[src/rtl/gate_exerciser_if.sv]
// Bundle of control/status and gate-under-test signals for gate_exerciser.
// The exerciser uses the slave view; the board top or a bench uses the master view.
interface gate_exerciser_if;
  logic       start;
  logic       y_in;
  logic       a_out;
  logic       b_out;
  logic       busy;
  logic       done;
  logic       pass;
  logic [3:0] fail_vec;

  modport slave (
    input  start,
    input  y_in,
    output a_out,
    output b_out,
    output busy,
    output done,
    output pass,
    output fail_vec
  );

  modport master (
    output start,
    output y_in,
    input  a_out,
    input  b_out,
    input  busy,
    input  done,
    input  pass,
    input  fail_vec
  );
endinterface

[src/rtl/gate_exerciser.sv]
// Walks a two-input gate through all four {a,b} vectors, waits a settle time,
// samples the synchronized Y and reports a pass flag plus per-vector failure map.
module gate_exerciser #(
  parameter int         SETTLE_CYCLES = 4,
  parameter logic [3:0] TRUTH         = 4'b1000
) (
  input  logic            clk,
  input  logic            rst_n,
  gate_exerciser_if.slave bus
);

  typedef enum logic [1:0] {
    IDLE   = 2'd0,
    SETTLE = 2'd1,
    SAMPLE = 2'd2,
    DONE   = 2'd3
  } state_t;

  localparam logic [7:0] CNT_LAST = 8'(SETTLE_CYCLES - 1);

  state_t     state, state_nx;
  logic [1:0] idx, idx_nx, idx_inc;
  logic [7:0] cnt, cnt_nx;
  logic       a_r, a_nx;
  logic       b_r, b_nx;
  logic       busy_r, busy_nx;
  logic       pass_r, pass_nx;
  logic [3:0] fail_r, fail_nx, fail_cur;
  logic       done_c;
  logic       mismatch;
  logic       y_meta, y_sync;

  always_ff @(posedge clk) begin
    if (!rst_n) begin
      state  <= IDLE;
      idx    <= 2'd0;
      cnt    <= 8'd0;
      a_r    <= 1'b0;
      b_r    <= 1'b0;
      busy_r <= 1'b0;
      pass_r <= 1'b0;
      fail_r <= 4'd0;
      y_meta <= 1'b0;
      y_sync <= 1'b0;
    end else begin
      state  <= state_nx;
      idx    <= idx_nx;
      cnt    <= cnt_nx;
      a_r    <= a_nx;
      b_r    <= b_nx;
      busy_r <= busy_nx;
      pass_r <= pass_nx;
      fail_r <= fail_nx;
      y_meta <= bus.y_in;
      y_sync <= y_meta;
    end
  end

  always_comb begin
    state_nx = state;
    idx_nx   = idx;
    cnt_nx   = cnt;
    a_nx     = a_r;
    b_nx     = b_r;
    busy_nx  = busy_r;
    pass_nx  = pass_r;
    fail_nx  = fail_r;
    done_c   = 1'b0;
    idx_inc  = idx + 2'd1;
    mismatch = (y_sync != TRUTH[idx]);
    // Failure map including the comparison being made this cycle, so the
    // final pass decision sees the last vector too.
    fail_cur      = fail_r;
    fail_cur[idx] = mismatch;

    case (state)
      IDLE: begin
        if (bus.start) begin
          idx_nx   = 2'd0;
          cnt_nx   = 8'd0;
          fail_nx  = 4'd0;
          pass_nx  = 1'b0;
          busy_nx  = 1'b1;
          a_nx     = 1'b0;
          b_nx     = 1'b0;
          state_nx = SETTLE;
        end
      end
      SETTLE: begin
        cnt_nx = cnt + 8'd1;
        if (cnt == CNT_LAST) state_nx = SAMPLE;
      end
      SAMPLE: begin
        fail_nx = fail_cur;
        if (idx == 2'd3) begin
          pass_nx  = (fail_cur == 4'd0);
          state_nx = DONE;
        end else begin
          idx_nx   = idx_inc;
          cnt_nx   = 8'd0;
          a_nx     = idx_inc[1];
          b_nx     = idx_inc[0];
          state_nx = SETTLE;
        end
      end
      DONE: begin
        done_c   = 1'b1;
        busy_nx  = 1'b0;
        a_nx     = 1'b0;
        b_nx     = 1'b0;
        state_nx = IDLE;
      end
      default: state_nx = IDLE;
    endcase
  end

  assign bus.a_out    = a_r;
  assign bus.b_out    = b_r;
  assign bus.busy     = busy_r;
  assign bus.done     = done_c;
  assign bus.pass     = pass_r;
  assign bus.fail_vec = fail_r;

endmodule

[src/flat_wrapper.sv]
// flat-port wrapper written by rule: the top's interface ports become plain ports
module gate_exerciser_flat 
#(
  parameter int         SETTLE_CYCLES = 4,
  parameter logic [3:0] TRUTH         = 4'b1000
)
  (clk, rst_n, bus_start, bus_y_in, bus_a_out, bus_b_out, bus_busy, bus_done, bus_pass, bus_fail_vec);
  gate_exerciser_if bus_i ();
  input  logic clk;
  input  logic rst_n;
  input wire logic [$bits(bus_i.start)-1:0] bus_start;
  input wire logic [$bits(bus_i.y_in)-1:0] bus_y_in;
  output wire logic [$bits(bus_i.a_out)-1:0] bus_a_out;
  output wire logic [$bits(bus_i.b_out)-1:0] bus_b_out;
  output wire logic [$bits(bus_i.busy)-1:0] bus_busy;
  output wire logic [$bits(bus_i.done)-1:0] bus_done;
  output wire logic [$bits(bus_i.pass)-1:0] bus_pass;
  output wire logic [$bits(bus_i.fail_vec)-1:0] bus_fail_vec;
  assign bus_i.start = bus_start;
  assign bus_i.y_in = bus_y_in;
  assign bus_a_out = bus_i.a_out;
  assign bus_b_out = bus_i.b_out;
  assign bus_busy = bus_i.busy;
  assign bus_done = bus_i.done;
  assign bus_pass = bus_i.pass;
  assign bus_fail_vec = bus_i.fail_vec;
  gate_exerciser #(.SETTLE_CYCLES(SETTLE_CYCLES), .TRUTH(TRUTH)) u_core (.clk(clk), .rst_n(rst_n), .bus(bus_i));
endmodule
[config.mk]
export PLATFORM = sky130hd
export DESIGN_NAME = gate_exerciser_flat
export DESIGN_NICKNAME = d
export VERILOG_FILES = /design/src/rtl/gate_exerciser_if.sv /design/src/rtl/gate_exerciser.sv /design/src/flat_wrapper.sv
export SDC_FILE = /design/constraint.sdc
export NUM_CORES = 1
export LEC_CHECK = 0
export BUFFER_PORTS_ARGS = -buffer_cell sky130_fd_sc_hd__buf_2
export CORE_MARGIN = 2
export CORE_UTILIZATION = 56
export CTS_CLUSTER_DIAMETER = 200
export DETAILED_ROUTE_END_ITERATION = 10
export HOLD_SLACK_MARGIN = 0.08
export PLACE_DENSITY = 0.83
export SLEW_MARGIN = 20
export SYNTH_ARGS = -nofsm -noshare
export SYNTH_HDL_FRONTEND = slang
export SYNTH_SLANG_ARGS = --single-unit
export TNS_END_PERCENT = 20
[constraint.sdc]
create_clock -name clk -period 2.4 [get_ports clk]
set_clock_uncertainty 0.2 [all_clocks]
set_input_delay 0.48 -clock clk [delete_from_list [all_inputs] [get_ports clk]]
set_output_delay 0.48 -clock clk [all_outputs]
set_load 0.02 [all_outputs]
---- Word-level counts from Yosys, hierarchy flattened ----
Index checks and enable logic that the tools add are counted.
word-level totals
  input port bits ......................... 4
  memories kept ........................... 0
  register bits ........................... 22
  bits in latches ......................... 0
  output and inout bits ................... 9
  bits in read-only memories .............. 0
  RAM bits ................................ 0
cells by class
  div/mod/pow operators ................... 0
  bitwise logic cells ..................... 0
  add/sub/neg operators ................... 2
  reductions and logical operators ........ 14
  equal/unequal tests ..................... 10
  shift operators ......................... 0
  muxes and demuxes ....................... 27
  order comparisons ....................... 2
  multiply operators ...................... 0
operator list
  kind                                                                     number
  8-bit one-hot mux with 3 select lines                                    1
  8-bit 2-to-1 mux                                                         2
  3-bit AND reduction                                                      4
  2-bit 2-to-1 mux                                                         5
  8-bit by 1-bit adder with 8-bit output, second input constant            1
  8-bit by 2-bit equality test with 1-bit output, second input constant    1
  1-bit 2-to-1 mux                                                         8
  2-bit one-hot mux with 4 select lines                                    1
  4-bit one-hot mux with 2 select lines                                    1
  2-bit equality test, second input constant                               3
  1-bit one-hot mux with 3 select lines                                    2
  2-bit AND reduction                                                      3
  3-bit nonzero test                                                       2
  4-bit bitwise mux                                                        1
  4-bit logical NOT                                                        1
  4-bit 2-to-1 mux                                                         1
  2-bit by 1-bit inequality test with 1-bit output, second input constant  2
  2-bit inequality test, second input constant                             2
  1-bit one-hot mux with 2 select lines                                    2
  2-bit one-hot mux with 2 select lines                                    1
  2-bit nonzero test                                                       2
  2-bit by 3-bit < comparator with 1-bit output, second input constant     1
  2-bit by 1-bit adder with 2-bit output, second input constant            1
  1-bit binary-select mux with 2-bit select                                1
  other kinds (6)                                                          6

---- Longest topological paths before layout ----
Gate-level depths: netlist of the first run.
  depth after elaboration ................. 8
  depth in mapped cells ................... 6

---- Worst setup path after synthesis of the first run ----
OpenSTA, ideal clock, no wires.
  path type ............................... reg2reg
  from .................................... register u_core.cnt[0]
  to ...................................... register u_core.state[0]
  path slack .............................. 0.596 ns
  buffers on the path ..................... 0
  period minus slack after synthesis ...... 1.804 ns
  data arrival time ....................... 1.489 ns
  stages on the path, launching flop included .. 6
  cells stage by stage .................... dfxtp_1 > ha_1 > or4b_1 > nor4_1 > o21ai_0 > and2_1
between the ends
  word-level cells in the longest chain between the ends .. 3
ends and longest elaborated chain
  element                                                     line                  source
  start: declaration                                          gate_exerciser.sv:23  logic [7:0] cnt, cnt_nx;
  start signal: assignment                                    gate_exerciser.sv:48  cnt <= cnt_nx;
  8-bit by 2-bit equality test with 1-bit output              gate_exerciser.sv:91  if (cnt == CNT_LAST) state_nx = SAMPLE;
  2-bit by 1-bit inequality test with 1-bit output (no line)  -
  2-bit AND reduction (no line)                               -
  end signal: assignment                                      gate_exerciser.sv:46  state <= state_nx;
  end: declaration                                            gate_exerciser.sv:21  state_t state, state_nx;
Every way passes these cells.
A chain may end at the register's enable or synchronous reset.

---- Final worst setup path of the first run ----
Same ends and word-level chain as after synthesis.

==> results of run 1 <==
metal layers:
| layer | vias to the layer above | GRT usage (%) | wire length [um] |
|---|---|---|---|
| met5 | - | 0 | 0 |
| met4 | 0 | 8.80 | 49 |
| met3 | 8 | 3.68 | 65 |
| met2 | 19 | 31.3 | 902 |
| met1 | 421 | 26.5 | 1080 |
| li1 | 490 | - | - |
through the flow:
| stage | instances | util (%) | area (um2) | hold slack [ns] | setup WS (ns) |
|---|---|---|---|---|---|
| 2_1_floorplan | 135 | - | 1150 | 0.212 | 0.596 |
| 3_3_place_gp | 170 | 63.0 | 1240 | 0.218 | 0.535 |
| 3_5_place_dp | 170 | 63.0 | 1240 | 0.222 | 0.345 |
| 4_1_cts | 174 | 64.9 | 1270 | 0.157 | 0.333 |
| 5_1_grt | 174 | 64.9 | 1270 | 0.171 | 0.165 |
| 6_report | 174 | 64.9 | 1270 | 0.168 | 0.327 |
state kept, by name, indices dropped and copies added, names as in the netlist:
signal / cells
u_core.cnt: 8
u_core.bus.fail_vec: 4
u_core.idx: 2
u_core.state: 2
u_core.bus.a_out: 1
u_core.bus.b_out: 1
u_core.bus.busy: 1
u_core.bus.pass: 1
u_core.y_meta: 1
u_core.y_sync: 1
cell usage in the layout, fill, tap and decap left out, drive strengths merged, types with 2 or more instances in the layout:
master,n
dfxtp,22
buf,14
nor2,12
nand2,9
nor2b,8
xnor2,8
inv,7
a21oi,7
a22oi,6
ha,6
and2,5
o21ai,5
a21boi,4
nand2b,4
a211oi,4
nand3,4
clkbuf,4
o21bai,3
nand3b,2
mux2,2
o22ai,2
worst paths after layout:
path | start | endpoint | slack [ns] | cells after the start
worst min register to register | u_core.y_meta$_SDFF_PN0_ | u_core.y_sync$_SDFF_PN0_ | 0.25 | 1
worst max register to register | u_core.cnt[0]$_SDFFE_PN0P_ | u_core.state[0]$_SDFFE_PN0P_ | 0.33 | 5
worst min-delay path | bus_y_in | u_core.y_meta$_SDFF_PN0_ | 0.17 | 2
worst max-delay path | u_core.cnt[0]$_SDFFE_PN0P_ | u_core.state[0]$_SDFFE_PN0P_ | 0.33 | 5
worst max-delay path, cell delays in order, from the launching register on:
cell and delay (ns):
dfxtp_1 0.45, ha_1 0.22, or4b_1 0.45, nor4_1 0.29, o21ai_0 0.18, and2_1 0.20
power groups by stage:
stage	combinational [W]	clock [W]	sequential, W
floorplan	0.0000331	0	0.000386
global placement	0.0000422	0	0.000388
detailed placement	0.0000440	0	0.000389
CTS	0.0000442	0.000213	0.000381
global route	0.0000491	0.000220	0.000383
finish	0.0000438	0.000206	0.000381
final cells by class:
class / instances / share of cell area [%]
multi-input combinational: 100 / 51.9
sequential: 22 / 34.6
timing repair buffer: 14 / 5.90
clock buffer: 4 / 2.85
tap: 27 / 2.65
inverter: 7 / 2.06
cells by family after synthesis:
logic type | count (synthesis) | share of synthesized area (%)
AO/OA/AOI/OAI | 36 | 20.9
XOR/XNOR | 8 | 6.07
adder cells (fa/ha/maj) | 6 | 6.50
buffers and inverters | 13 | 4.66
flip-flops | 22 | 38.1
multiplexers | 2 | 1.95
AND/OR/NAND/NOR | 48 | 21.8
==> results.py, run 1 <==
metrics = {
    "outcome": {
        "status": "complete, no violations",
    },
    "cts": {
        "h-tree-depth": 1,
        "cts-root-buf": "clkbuf_4",
        "clock_sinks": 22,
        "clockBufferDepth": 2,
        "numCtsBuffers": 3,
        "holdBufCountCts": 0,
        "cts_tree": "built",
        "insertion_delay_ns": 0.31,
        "clkTransAtPathRegs_ns": 0.12,
        "post_cts_buffers": 0,
        "cts-resized-gates": 0,
    },
    "global_routing": {
        "track_usage_pct": 19.9,
        "grt_pass1_wl_mm": 3.85,
        "grt_max_degree": 19,
        "grt_antenna_before_repair": 0,
        "grt_pass1_vias": 881,
        "grt_remaining_overflow": 0,
    },
    "yosys": {
        "synth_edf_count": 0,
        "synth-async-reset-ratio_pct": 0,
        "yosysTopAreaCellShare_pct": 38.1,
        "syn_nets": 145,
        "ys_types": 31,
        "syn_inst": 135,
        "seq_area_frac_synth_pct": 38.1,
        "syn_area_per_cell_um2": 8.55,
        "yosys-top-cells-count": "dfxtp_1 (22), nor2_1 (12), nand2_1 (9), nor2b_1 (8), xnor2_1 (8)",
        "synth_seq_cells": 22,
        "yosys_warnings": 0,
        "synthTopCellsByArea": "dfxtp_1 (38%), ha_1 (6.5%), xnor2_1 (6.1%)",
        "synth.largest_area_cell": "dfxtp_1",
        "yosys_most_used_dff": "dfxtp_1",
        "synth.most_common_cell": "dfxtp_1",
        "netlist_area_mm2": 0.00115,
    },
    "timing": {
        "slew_violations": 0,
        "max_freq_ghz": 0.482,
        "maxSlewHeadroom_pct": 65.2,
        "hold_viol_final": 0,
        "tns_ns": 0,
        "rsz0062_at_grt": "false",
        "tightest_slew_ns": 0.520,
        "fin_crit_ns": 2.07,
        "period_share_pct": 86.4,
        "finalSetupViolations": 0,
    },
    "route": {
        "via_per_inst": 5.39,
        "routedWlPerCell_um": 12.1,
        "drt_iter0_markers": 8,
        "firstDrtPassIters": 4,
        "final_antenna_net_count": 0,
        "drcViolationCount": 0,
        "routed_wl_mm": 2.10,
        "vias": 938,
    },
    "power": {
        "p_comb_share_pct": 7.0,
        "p_sw_w": 0.000146,
        "power_leakage_nw": 0.473,
        "vdd_drop_max_mv": 0.336,
        "internal-power_w": 0.000484,
        "p_clk_share_pct": 32.7,
        "power_frac_seq_pct": 60.4,
        "power.density_mw_per_mm2": 495,
        "power_w": 0.000630,
        "switching_share_pct": 23.2,
    },
    "place": {
        "place.gp.congestion": 0.825,
        "io_buffers": 12,
        "dp.final_hpwl_mm": 1.55,
    },
    "floorplan": {
        "dieWidth_um": 49.4,
        "die-height_um": 49.4,
        "rows": 16,
        "start_util_pct": 58.9,
        "coreArea_mm2": 0.00196,
        "io_pins": 13,
        "fp.dieArea_mm2": 0.00244,
    },
    "job": {
        "drv_cap": 0,
    },
    "worst_setup_path": {
        "startpoint_type": "flop",
        "cp_max_fo": 6,
        "cp.required_ns": 2.42,
        "crit_arrival_ns": 2.09,
        "worstSetupPathType": "reg2reg",
        "cp-end-kind": "flop",
    },
    "finish": {
        "area.growth.synth_to_final_pct": 10.2,
        "drive_above_1_share_pct": 13.6,
        "fin_nets": 158,
        "diodes": 0,
        "regArea_um2": 440,
        "multi_input_area_um2": 661,
        "n_fill_cell": 189,
    },
    "worst_hold_path": {
        "min_path_type": "in2reg",
    },
}
Note: power is estimated with default switching activity, not from simulation.
==> run 2: changes to the inputs <==
--- a/config.mk
+++ b/config.mk
@@ -5,6 +5,7 @@
 export SDC_FILE = /design/constraint.sdc
 export NUM_CORES = 1
 export LEC_CHECK = 0
+export ABC_AREA = 1
 export BUFFER_PORTS_ARGS = -buffer_cell sky130_fd_sc_hd__buf_2
 export CORE_MARGIN = 2
 export CORE_UTILIZATION = 56
==> constraint.sdc (replaced) <==
create_clock -name clk -period 2.4 [get_ports clk]
set_clock_uncertainty 0.2 [all_clocks]
set_input_delay 0.48 -clock clk [delete_from_list [all_inputs] [get_ports clk]]
set_output_delay 0.48 -clock clk [all_outputs]
set_load 0.005 [all_outputs]
==> results.py, run 2 <==
metrics = {
    "place": {
        "dp_cells": 201,
        "place.gp.congestion": 0.835,
        "dp.final_hpwl_mm": 1.84,
        "dp_slack_ns": 0.819,
        "io_buffers": 12,
    },
    "yosys": {
        "synth_top_family_by_area": "simple AND/OR/NAND/NOR gates",
        "yosys.area_share.adder_pct": 6.47,
        "synth.largest_area_cell": "dfxtp_1",
        "synth_seq_cells": 22,
        "synth.most_common_cell": "nand2_1",
        "syn_nets": 173,
        "ys_types": 21,
        "yosys_most_used_dff": "dfxtp_1",
        "synth_edf_count": 0,
        "seq_area_frac_synth_pct": 37.9,
        "syn_area_per_cell_um2": 7.12,
        "yosys-top-cells-count": "nand2_1 (42), inv_1 (28), dfxtp_1 (22), nand3_1 (14), a21oi_1 (10)",
        "yosys-mux-area-fraction_pct": 0,
        "netlist_area_mm2": 0.00116,
        "synth-compound-area-share_pct": 12.9,
        "synthTopCellsByArea": "dfxtp_1 (38%), nand2_1 (14%), inv_1 (9.1%)",
        "syn_inst": 163,
        "yosys.area_share.simple_pct": 31.8,
        "yosys_warnings": 0,
        "synth_xor_area_share_pct": 0,
        "yosysTopAreaCellShare_pct": 37.9,
        "synth-async-reset-ratio_pct": 0,
    },
    "cts": {
        "clock_sinks": 22,
        "holdBufCountCts": 0,
        "clockBufferDepth": 2,
        "numCtsBuffers": 3,
        "insertion_delay_ns": 0.29,
        "cts_tree": "built",
        "cts-resized-gates": 0,
        "post_cts_buffers": 0,
        "clkTransAtPathRegs_ns": 0.11,
        "cts-root-buf": "clkbuf_4",
        "h-tree-depth": 1,
    },
    "floorplan": {
        "fp.dieArea_mm2": 0.00245,
        "rows": 16,
        "start_util_pct": 59.2,
        "coreArea_mm2": 0.00196,
        "dieWidth_um": 49.5,
        "io_pins": 13,
        "die-height_um": 49.5,
    },
    "finish": {
        "largest_register": "u_core.cnt",
        "final_common_cell": "nand2_1",
        "area.growth.synth_to_final_pct": 9.70,
        "diodes": 0,
        "drive_above_1_share_pct": 17.5,
        "largest_reg_flops": 8,
        "layoutNonFillerInstCount": 204,
        "final_cell_mix": "nand2_1 (42), inv_1 (28), dfxtp_1 (22)",
        "multi_input_area_um2": 594,
        "fin_nets": 189,
        "n_fill_cell": 180,
        "regArea_um2": 440,
    },
    "timing": {
        "tns_ns": 0,
        "worst_slack_ns": 0.557,
        "fin_crit_ns": 1.84,
        "finalSetupViolations": 0,
        "period_share_pct": 76.8,
        "slew_violations": 0,
        "max_freq_ghz": 0.543,
        "maxSlewHeadroom_pct": 66.8,
        "tightest_slew_ns": 0.497,
        "hold_viol_final": 0,
        "rsz0062_at_grt": "false",
    },
    "worst_setup_path": {
        "cp-end-kind": "output port",
        "crit_arrival_ns": 1.16,
        "worstSetupPathType": "reg2out",
        "cp.required_ns": 1.72,
        "cp_max_fo": 5,
        "startpoint_type": "flop",
    },
    "route": {
        "drt-met1-wl_mm": 1.01,
        "vias": 1039,
        "routedWlPerCell_um": 11.4,
        "firstDrtPassIters": 4,
        "drt_iter0_markers": 19,
        "routed_wl_mm": 2.32,
        "via_per_inst": 5.09,
        "top_layer": "met4",
        "drcViolationCount": 0,
        "routed-wl-met2_mm": 1.23,
        "final_antenna_net_count": 0,
        "met3WireLength_um": 70,
    },
    "power": {
        "power.density_mw_per_mm2": 500,
        "power_leakage_nw": 0.603,
        "vdd_drop_max_mv": 0.290,
    },
    "job": {
        "drv_cap": 0,
    },
    "global_routing": {
        "grt_antenna_before_repair": 0,
        "grt_pass1_wl_mm": 4.11,
        "track_usage_pct": 21.3,
        "grt_remaining_overflow": 0,
        "grt_pass1_vias": 1037,
        "grt_max_degree": 14,
    },
    "worst_hold_path": {
        "min_path_type": "in2reg",
    },
    "outcome": {
        "status": "complete, no violations",
    },
}
[run 2: logic make-up after synthesis]
family,count (synthesis)
adders and majority gates,6
DFF,22
AOI/OAI and AO/OA,24
and+or+nand+nor,78
buffers and inverters,33
[run 2: area by class of cell]
cell class / count / area share, %
Multi-Input combinational cell: 108 / 46.7
Tap cell: 27 / 2.65
Sequential cell: 22 / 34.6
Clock buffer: 3 / 1.77
Inverter: 32 / 9.63
Timing Repair Buffer: 12 / 4.72
[run 2: worst paths after layout]
check                                    start                                  end  slack, ns  cells after the start
setup / recovery  u_core.state[0]$_SDFFE_PN0P_                             bus_done       0.56                      3
hold / removal                        bus_y_in             u_core.y_meta$_SDFF_PN0_       0.16                      3
setup reg to reg    u_core.idx[0]$_SDFFE_PN0P_  u_core.bus.fail_vec[0]$_SDFFE_PN0P_       0.84                      8
hold reg to reg       u_core.y_meta$_SDFF_PN0_             u_core.y_sync$_SDFF_PN0_       0.23                      2
[run 2: power by group]
group | internal [W] | total (W) | switching [W]
Sequential | 0.000376 | 0.000386 | 0.00000999
Clock | 0.0000584 | 0.000160 | 0.000102
Combinational | 0.0000274 | 0.0000902 | 0.0000627
Total | 0.000462 | 0.000636 | 0.000175
[run 2: critical path: stages, from the launching register on]
cell	delay (ns)
dfxtp_1	0.44
nand2_1	0.23
inv_1	0.09
buf_2	0.11
[run 2: metal layers]
metal | up-vias | GRT usage (%)
li1 | 547 | -
met1 | 471 | 23.1
met2 | 19 | 40.9
met3 | 2 | 3.03
met4 | 0 | 7.87
met5 | - | 0
[run 2: per-stage QoR]
| step | area (um2) | power (W) | hold slack, ns | utilization (%) |
|---|---|---|---|---|
| 6_report | 1270 | 0.000636 | 0.161 | 64.9 |
| 3_3_place_gp | 1250 | 0.000480 | 0.202 | 63.8 |
| 5_1_grt | 1270 | 0.000667 | 0.187 | 64.9 |
| 3_5_place_dp | 1250 | 0.000483 | 0.209 | 63.8 |
| 4_1_cts | 1270 | 0.000642 | 0.153 | 64.9 |
| 2_1_floorplan | 1160 | 0.000460 | 0.190 | - |
